==> config.mk <==
export PLATFORM = sky130hd
export DESIGN_NAME = time_set_ctrl
export DESIGN_NICKNAME = d
export VERILOG_FILES = /design/src/rtl/time_set_ctrl.sv
export SDC_FILE = /design/constraint.sdc
export NUM_CORES = 1
export LEC_CHECK = 0
export CAP_MARGIN = 15
export CORE_ASPECT_RATIO = 1.75
export CORE_MARGIN = 2
export CORE_UTILIZATION = 53
export CTS_CLUSTER_SIZE = 40
export DETAILED_ROUTE_END_ITERATION = 10
export GPL_ROUTABILITY_DRIVEN = 0
export PLACE_DENSITY = 0.8
export SYNTH_ARGS = -nofsm -noshare
export SYNTH_HDL_FRONTEND = slang
export SYNTH_SLANG_ARGS = --single-unit
export TNS_END_PERCENT = 30
==> constraint.sdc <==
create_clock -name clk -period 4.2 [get_ports clk]
set_input_delay 0.63 -clock clk [delete_from_list [all_inputs] [get_ports clk]]
set_output_delay 0.63 -clock clk [all_outputs]
set_load 0.01 [all_outputs]
==> src/rtl/time_set_ctrl.sv <==
// time_set_ctrl: keypad time-entry controller (hh:mm:ss BCD shadow).
// Optional key debounce enabled by defining TIME_SET_DEBOUNCE_EN.
// Ports:
//   clk        in   system clock, rising edge
//   rst        in   synchronous active-high reset
//   set_time   in   entry request, rising edge starts/restarts entry
//   cancel     in   abort entry without load
//   num_input  in   keypad, bit k = digit k pressed
//   busy       out  entry in progress
//   digit_pos  out  next digit position 0..5
//   time_bcd   out  {h_ten,h_one,m_ten,m_one,s_ten,s_one}
//   load       out  one-cycle load strobe
//   err        out  one-cycle rejected-digit pulse
//   blink      out  cursor blink, 250-cycle half period
module time_set_ctrl (
  input  logic        clk,
  input  logic        rst,
  input  logic        set_time,
  input  logic        cancel,
  input  logic [9:0]  num_input,
  output logic        busy,
  output logic [2:0]  digit_pos,
  output logic [23:0] time_bcd,
  output logic        load,
  output logic        err,
  output logic        blink
);

  typedef enum logic [1:0] {
    IDLE,
    WAIT_PRESS,
    WAIT_RELEASE,
    COMMIT
  } state_t;

  state_t      state_q;
  logic        busy_q;
  logic [2:0]  pos_q;
  logic [23:0] bcd_q;
  logic        load_q;
  logic        err_q;
  logic        blink_q;
  logic [7:0]  bcnt_q;
  logic        set_q;
  logic        pend_q;
  logic [3:0]  key_q;

  logic        set_rise;
  logic        onehot;
  logic        key_vld;
  logic        rel_ok;
  logic [3:0]  key_dig;
  logic [3:0]  lim;
  logic [23:0] bcd_ins;

  assign set_rise = set_time & ~set_q;
  assign onehot   = $onehot(num_input);

  always_comb begin
    key_dig = '0;
    for (int k = 0; k < 10; k++)
      if (num_input[k]) key_dig = 4'(k);
  end

`ifdef TIME_SET_DEBOUNCE_EN
  // Counts consecutive cycles the keypad has held one value,
  // saturating at 20.
  logic [9:0] db_val_q;
  logic [4:0] db_cnt_q;
  logic [4:0] db_cnt_d;
  logic       stable;

  always_comb begin
    db_cnt_d = 5'd1;
    if (num_input == db_val_q)
      db_cnt_d = (db_cnt_q == 5'd20) ? db_cnt_q
                                     : db_cnt_q + 5'd1;
    stable = (db_cnt_d == 5'd20);
  end

  always_ff @(posedge clk) begin
    if (rst) begin
      db_val_q <= '0;
      db_cnt_q <= '0;
    end else begin
      db_val_q <= num_input;
      db_cnt_q <= db_cnt_d;
    end
  end

  assign key_vld = onehot & stable;
  assign rel_ok  = (num_input == '0) & stable;
`else
  assign key_vld = onehot;
  assign rel_ok  = (num_input == '0);
`endif

  // Upper bound of the digit at the current position; hours
  // 20..23 restrict the hour-ones digit.
  always_comb begin
    case (pos_q)
      3'd0:    lim = 4'd2;
      3'd1:    lim = (bcd_q[23:20] == 4'd2) ? 4'd3 : 4'd9;
      3'd2:    lim = 4'd5;
      3'd4:    lim = 4'd5;
      default: lim = 4'd9;
    endcase
  end

  always_comb begin
    bcd_ins = bcd_q;
    for (int p = 0; p < 6; p++)
      if (pos_q == 3'(p)) bcd_ins[23-4*p -: 4] = key_q;
  end

  always_ff @(posedge clk) begin
    if (rst) begin
      state_q <= IDLE;
      busy_q  <= 1'b0;
      pos_q   <= '0;
      bcd_q   <= '0;
      load_q  <= 1'b0;
      err_q   <= 1'b0;
      blink_q <= 1'b0;
      bcnt_q  <= '0;
      set_q   <= 1'b0;
      pend_q  <= 1'b0;
      key_q   <= '0;
    end else begin
      set_q  <= set_time;
      load_q <= 1'b0;
      err_q  <= 1'b0;
      if (busy_q) begin
        if (bcnt_q == 8'd249) begin
          bcnt_q  <= '0;
          blink_q <= ~blink_q;
        end else begin
          bcnt_q <= bcnt_q + 8'd1;
        end
      end
      if (cancel) begin
        if (state_q != IDLE) begin
          state_q <= IDLE;
          busy_q  <= 1'b0;
          pos_q   <= '0;
          pend_q  <= 1'b0;
          blink_q <= 1'b0;
          bcnt_q  <= '0;
        end
      end else if (set_rise) begin
        state_q <= WAIT_PRESS;
        busy_q  <= 1'b1;
        pos_q   <= '0;
        bcd_q   <= '0;
        pend_q  <= 1'b0;
        blink_q <= 1'b0;
        bcnt_q  <= '0;
      end else begin
        unique case (state_q)
          IDLE: ;
          WAIT_PRESS: begin
            if (pend_q) begin
              pend_q  <= 1'b0;
              state_q <= WAIT_RELEASE;
              if (key_q <= lim) begin
                bcd_q <= bcd_ins;
                if (pos_q == 3'd5) begin
                  // Last digit: position wraps to 0
                  // as the entry completes.
                  state_q <= COMMIT;
                  load_q  <= 1'b1;
                  pos_q   <= '0;
                end else begin
                  pos_q <= pos_q + 3'd1;
                end
              end else begin
                err_q <= 1'b1;
              end
            end else if (key_vld) begin
              key_q  <= key_dig;
              pend_q <= 1'b1;
            end
          end
          WAIT_RELEASE: begin
            if (rel_ok) state_q <= WAIT_PRESS;
          end
          COMMIT: begin
            state_q <= IDLE;
            busy_q  <= 1'b0;
            pos_q   <= '0;
            blink_q <= 1'b0;
            bcnt_q  <= '0;
          end
        endcase
      end
    end
  end

  assign busy      = busy_q;
  assign digit_pos = pos_q;
  assign time_bcd  = bcd_q;
  assign load      = load_q;
  assign err       = err_q;
  assign blink     = blink_q;

endmodule

==> results.sh <==
export IMPL_outcome="complete, no violations"
export IMPL_worstMarginPinSlew_ns=0.624
export IMPL_drt_total_wl_um=5910
export IMPL_timing_hold_ws_ns=0.463
export IMPL_muxShareOfSynthArea_pct=2.76
export IMPL_synthSimpleGateAreaFrac_pct=19.9
export IMPL_grt_pass1_wl_um=9940
export IMPL_synth_compound_area_share_pct=20.0
export IMPL_start_kind="input port"
export IMPL_core_rowCount=33
export IMPL_overflow=0
export IMPL_final_nets=368
export IMPL_routedWlPerCell_um=15.3
export IMPL_synthAdderAreaFrac_pct=11.6
export IMPL_worstReg2RegEnd="time_bcd[13]"
export IMPL_synth_nets=320
export IMPL_rsz0062_at_grt="false"
export IMPL_drt_first_pass_iters=4
export IMPL_drc=0
export IMPL_fp_dieW_um=56.3
export IMPL_min_path_type="flip-flop to flip-flop"
export IMPL_drt_iter0_markers=69
export IMPL_power_frac_clock_pct=35.3
export IMPL_final_antenna_net_count=0
export IMPL_dp_hpwl_um=4550
export IMPL_fin_util_pct=68.6
export IMPL_combPwrFrac_pct=18.9
export IMPL_drv_cap=0
export IMPL_path_clk_slew_ns=0.09
export IMPL_internal_power_mw=0.725
export IMPL_htreeDepth=2
export IMPL_postPlaceCellArea_um2=3050
export IMPL_antenna_cells=0
export IMPL_path_class="input port to flip-flop"
export IMPL_netlist_area_um2=2540
export IMPL_start_util_pct=54.4
export IMPL_synth_most_common_cell="dfxtp_1"
export IMPL_track_usage_pct=23.5
export IMPL_cts_sinks=47
export IMPL_cp_max_fo=5
export IMPL_synthCells=286
export IMPL_slew_limit_headroom_pct=57.8
export IMPL_final_max_slew_viol_count=0
export IMPL_powerDensity_nw_per_um2=312
export IMPL_leakage_nw=1.23
export IMPL_numCtsBuffers=5
export IMPL_drive_above_1_share_pct=8.06
export IMPL_max_freq_ghz=0.249
export IMPL_clkLatencyLatePin_ns=0.30
export IMPL_cts_root_buf="clkbuf_8"
export IMPL_synthTopCellsByCount="dfxtp_1, nor2_1, inv_1, nand2_1, a22o_1"
export IMPL_antenna_found_initial=0
export IMPL_r2r_start="time_bcd[20]"
export IMPL_p_sw_mw=0.273
export IMPL_power_mw=0.998
export IMPL_fp_dieH_um=95.6
export IMPL_finClkSkew_ns=0.00521
export IMPL_ctsHoldBuffers=0
export IMPL_grt_start_max_net_pins=20
export IMPL_core_area_um2=4670
export IMPL_setup_viol=0
export IMPL_synth_top_cell_by_area="dfxtp_1"
export IMPL_post_route_min_period_ns=4.01
export IMPL_synth_edff_count=0
export IMPL_grt_pass1_vias=2225
export IMPL_syn_area_per_cell_um2=8.88
export IMPL_endpoint_kind="flip-flop"
export IMPL_synth_top_area_share_pct=37.0
export IMPL_area_growth_pct=26.1
export IMPL_hold_path_end="time_bcd[12]"
export IMPL_seq_area_frac_synth_pct=37.0
export IMPL_synth_top_family_by_area="compound AO/OA/AOI/OAI gates"
export IMPL_die_area_um2=5380
export IMPL_async_flop_share_pct=0
export IMPL_cts_tree="done"
export IMPL_synth_area_leaders="dfxtp_1, a22o_1, ha_1"
export IMPL_num_vias=2292
export IMPL_layout_worst_path_cycle_share_pct=95.5
export IMPL_vdd_drop_max_mv=0.288
export IMPL_post_cts_buffers=0
export IMPL_cp_arrival_ns=4.21
export IMPL_ys_seq_elements=47
export IMPL_ios=45
export IMPL_portBuffers=44
export IMPL_regToRegSetupSlack_ns=0.99
export IMPL_vias_per_cell=5.92
export IMPL_tns_ns=0
export IMPL_swShare_pct=27.4
export IMPL_worstHoldPathCells=2
export IMPL_synth_ff_type="dfxtp_1"
export IMPL_ys_types=49
export IMPL_ctsLongestPathBuffers=2
export IMPL_ff2ff_path_depth=10
export IMPL_yosys_warnings=0
export IMPL_finalHoldViolations=0
export IMPL_hp_start="time_bcd[12]"
export IMPL_synth_xor_xnor_area_share_pct=3.10
export IMPL_cp_required_ns=4.40
export IMPL_seqPwrFrac_pct=45.8
export IMPL_final_cell_area_um2=3200
-- how the worst max path moves through the flow --
stage / endpoint / from
finish: key_q[2] / num_input[1]
global route: key_q[2] / num_input[1]
CTS: key_q[2] / num_input[0]
detailed placement: key_q[2] / num_input[0]
global placement: key_q[3] / num_input[0]
floorplan: key_q[1] / num_input[0]
-- power groups by stage --
stage	combinational, mW	sequential (mW)	clock, mW
2_1_floorplan	0.114	0.464	0
3_3_place_gp	0.158	0.467	0
3_5_place_dp	0.163	0.468	0
4_1_cts	0.187	0.457	0.356
5_1_grt	0.207	0.459	0.377
6_report	0.188	0.457	0.352
-- through the flow --
step,setup WS [ns],std cells
after floorplan,0.279,286
after global placement,-0.195,379
after detailed placement,-0.352,379
after CTS,0.0223,387
after global routing,0.00696,387
final,0.189,387
-- final cells by class --
class,count,area (um2)
fillers,368,1460
well taps,52,65.1
clock inverters,2,38.8
repair buffers,52,500
flip-flops and latches,47,941
clock buffers,6,82.6
multi-input cells,204,1480
inverters,24,90.1
-- sequential cells by signal, summed over array words and instances (netlist names) --
name       count
bcnt_q         8
blink          1
busy           1
digit_pos      3
err            1
key_q          4
load           1
pend_q         1
set_q          1
state_q        2
time_bcd      24
-- per-layer routing --
| layer | track usage [%] | share of wire (%) | wire length [um] | up-vias |
|---|---|---|---|---|
| li1 | - | - | - | 1108 |
| met2 | 43.5 | 55 | 3230 | 54 |
| met1 | 24.9 | 39 | 2280 | 1107 |
| met3 | 2.85 | 1.9 | 114 | 23 |
| met4 | 14.9 | 4.7 | 277 | 0 |
| met5 | 0 | 0 | 0 | - |
-- what timing repair did --
item,CTS,global route
resized for setup,5,1
pin swaps,0,2
endpoints found under the setup margin,3,5
-- cell families after synthesis --
family | count (synthesis)
xor gates and xnor gates | 9
DFF | 47
AOI/OAI and AO/OA | 74
buffers and inverters | 35
adders and majority gates | 20
muxes | 7
and+or+nand+nor | 94
-- placed cells by master, fill, tap and decap left out, types with 7 or more instances in the layout --
master	instances
clkdlybuf4s50_1	44
a21oi_1	17
o21ai_0	15
ha_1	13
nor2_1	32
mux2i_1	7
dfxtp_1	47
a22o_1	20
buf_4	8
inv_1	23
nand2_1	23
-- critical path, cell delays in order --
cell and delay [ns]:
clkdlybuf4s50_1 0.45, fa_1 0.52, fa_1 0.53, inv_1 0.05, fa_1 0.42, inv_1 0.07, ha_2 0.20, inv_1 0.06
fa_2 0.37, a2111oi_4 0.21, a21oi_2 0.08, nor4_4 0.21, buf_4 0.18, mux2i_1 0.19, nor2_1 0.05
No activity file was read; power rests on OpenSTA's default activity.
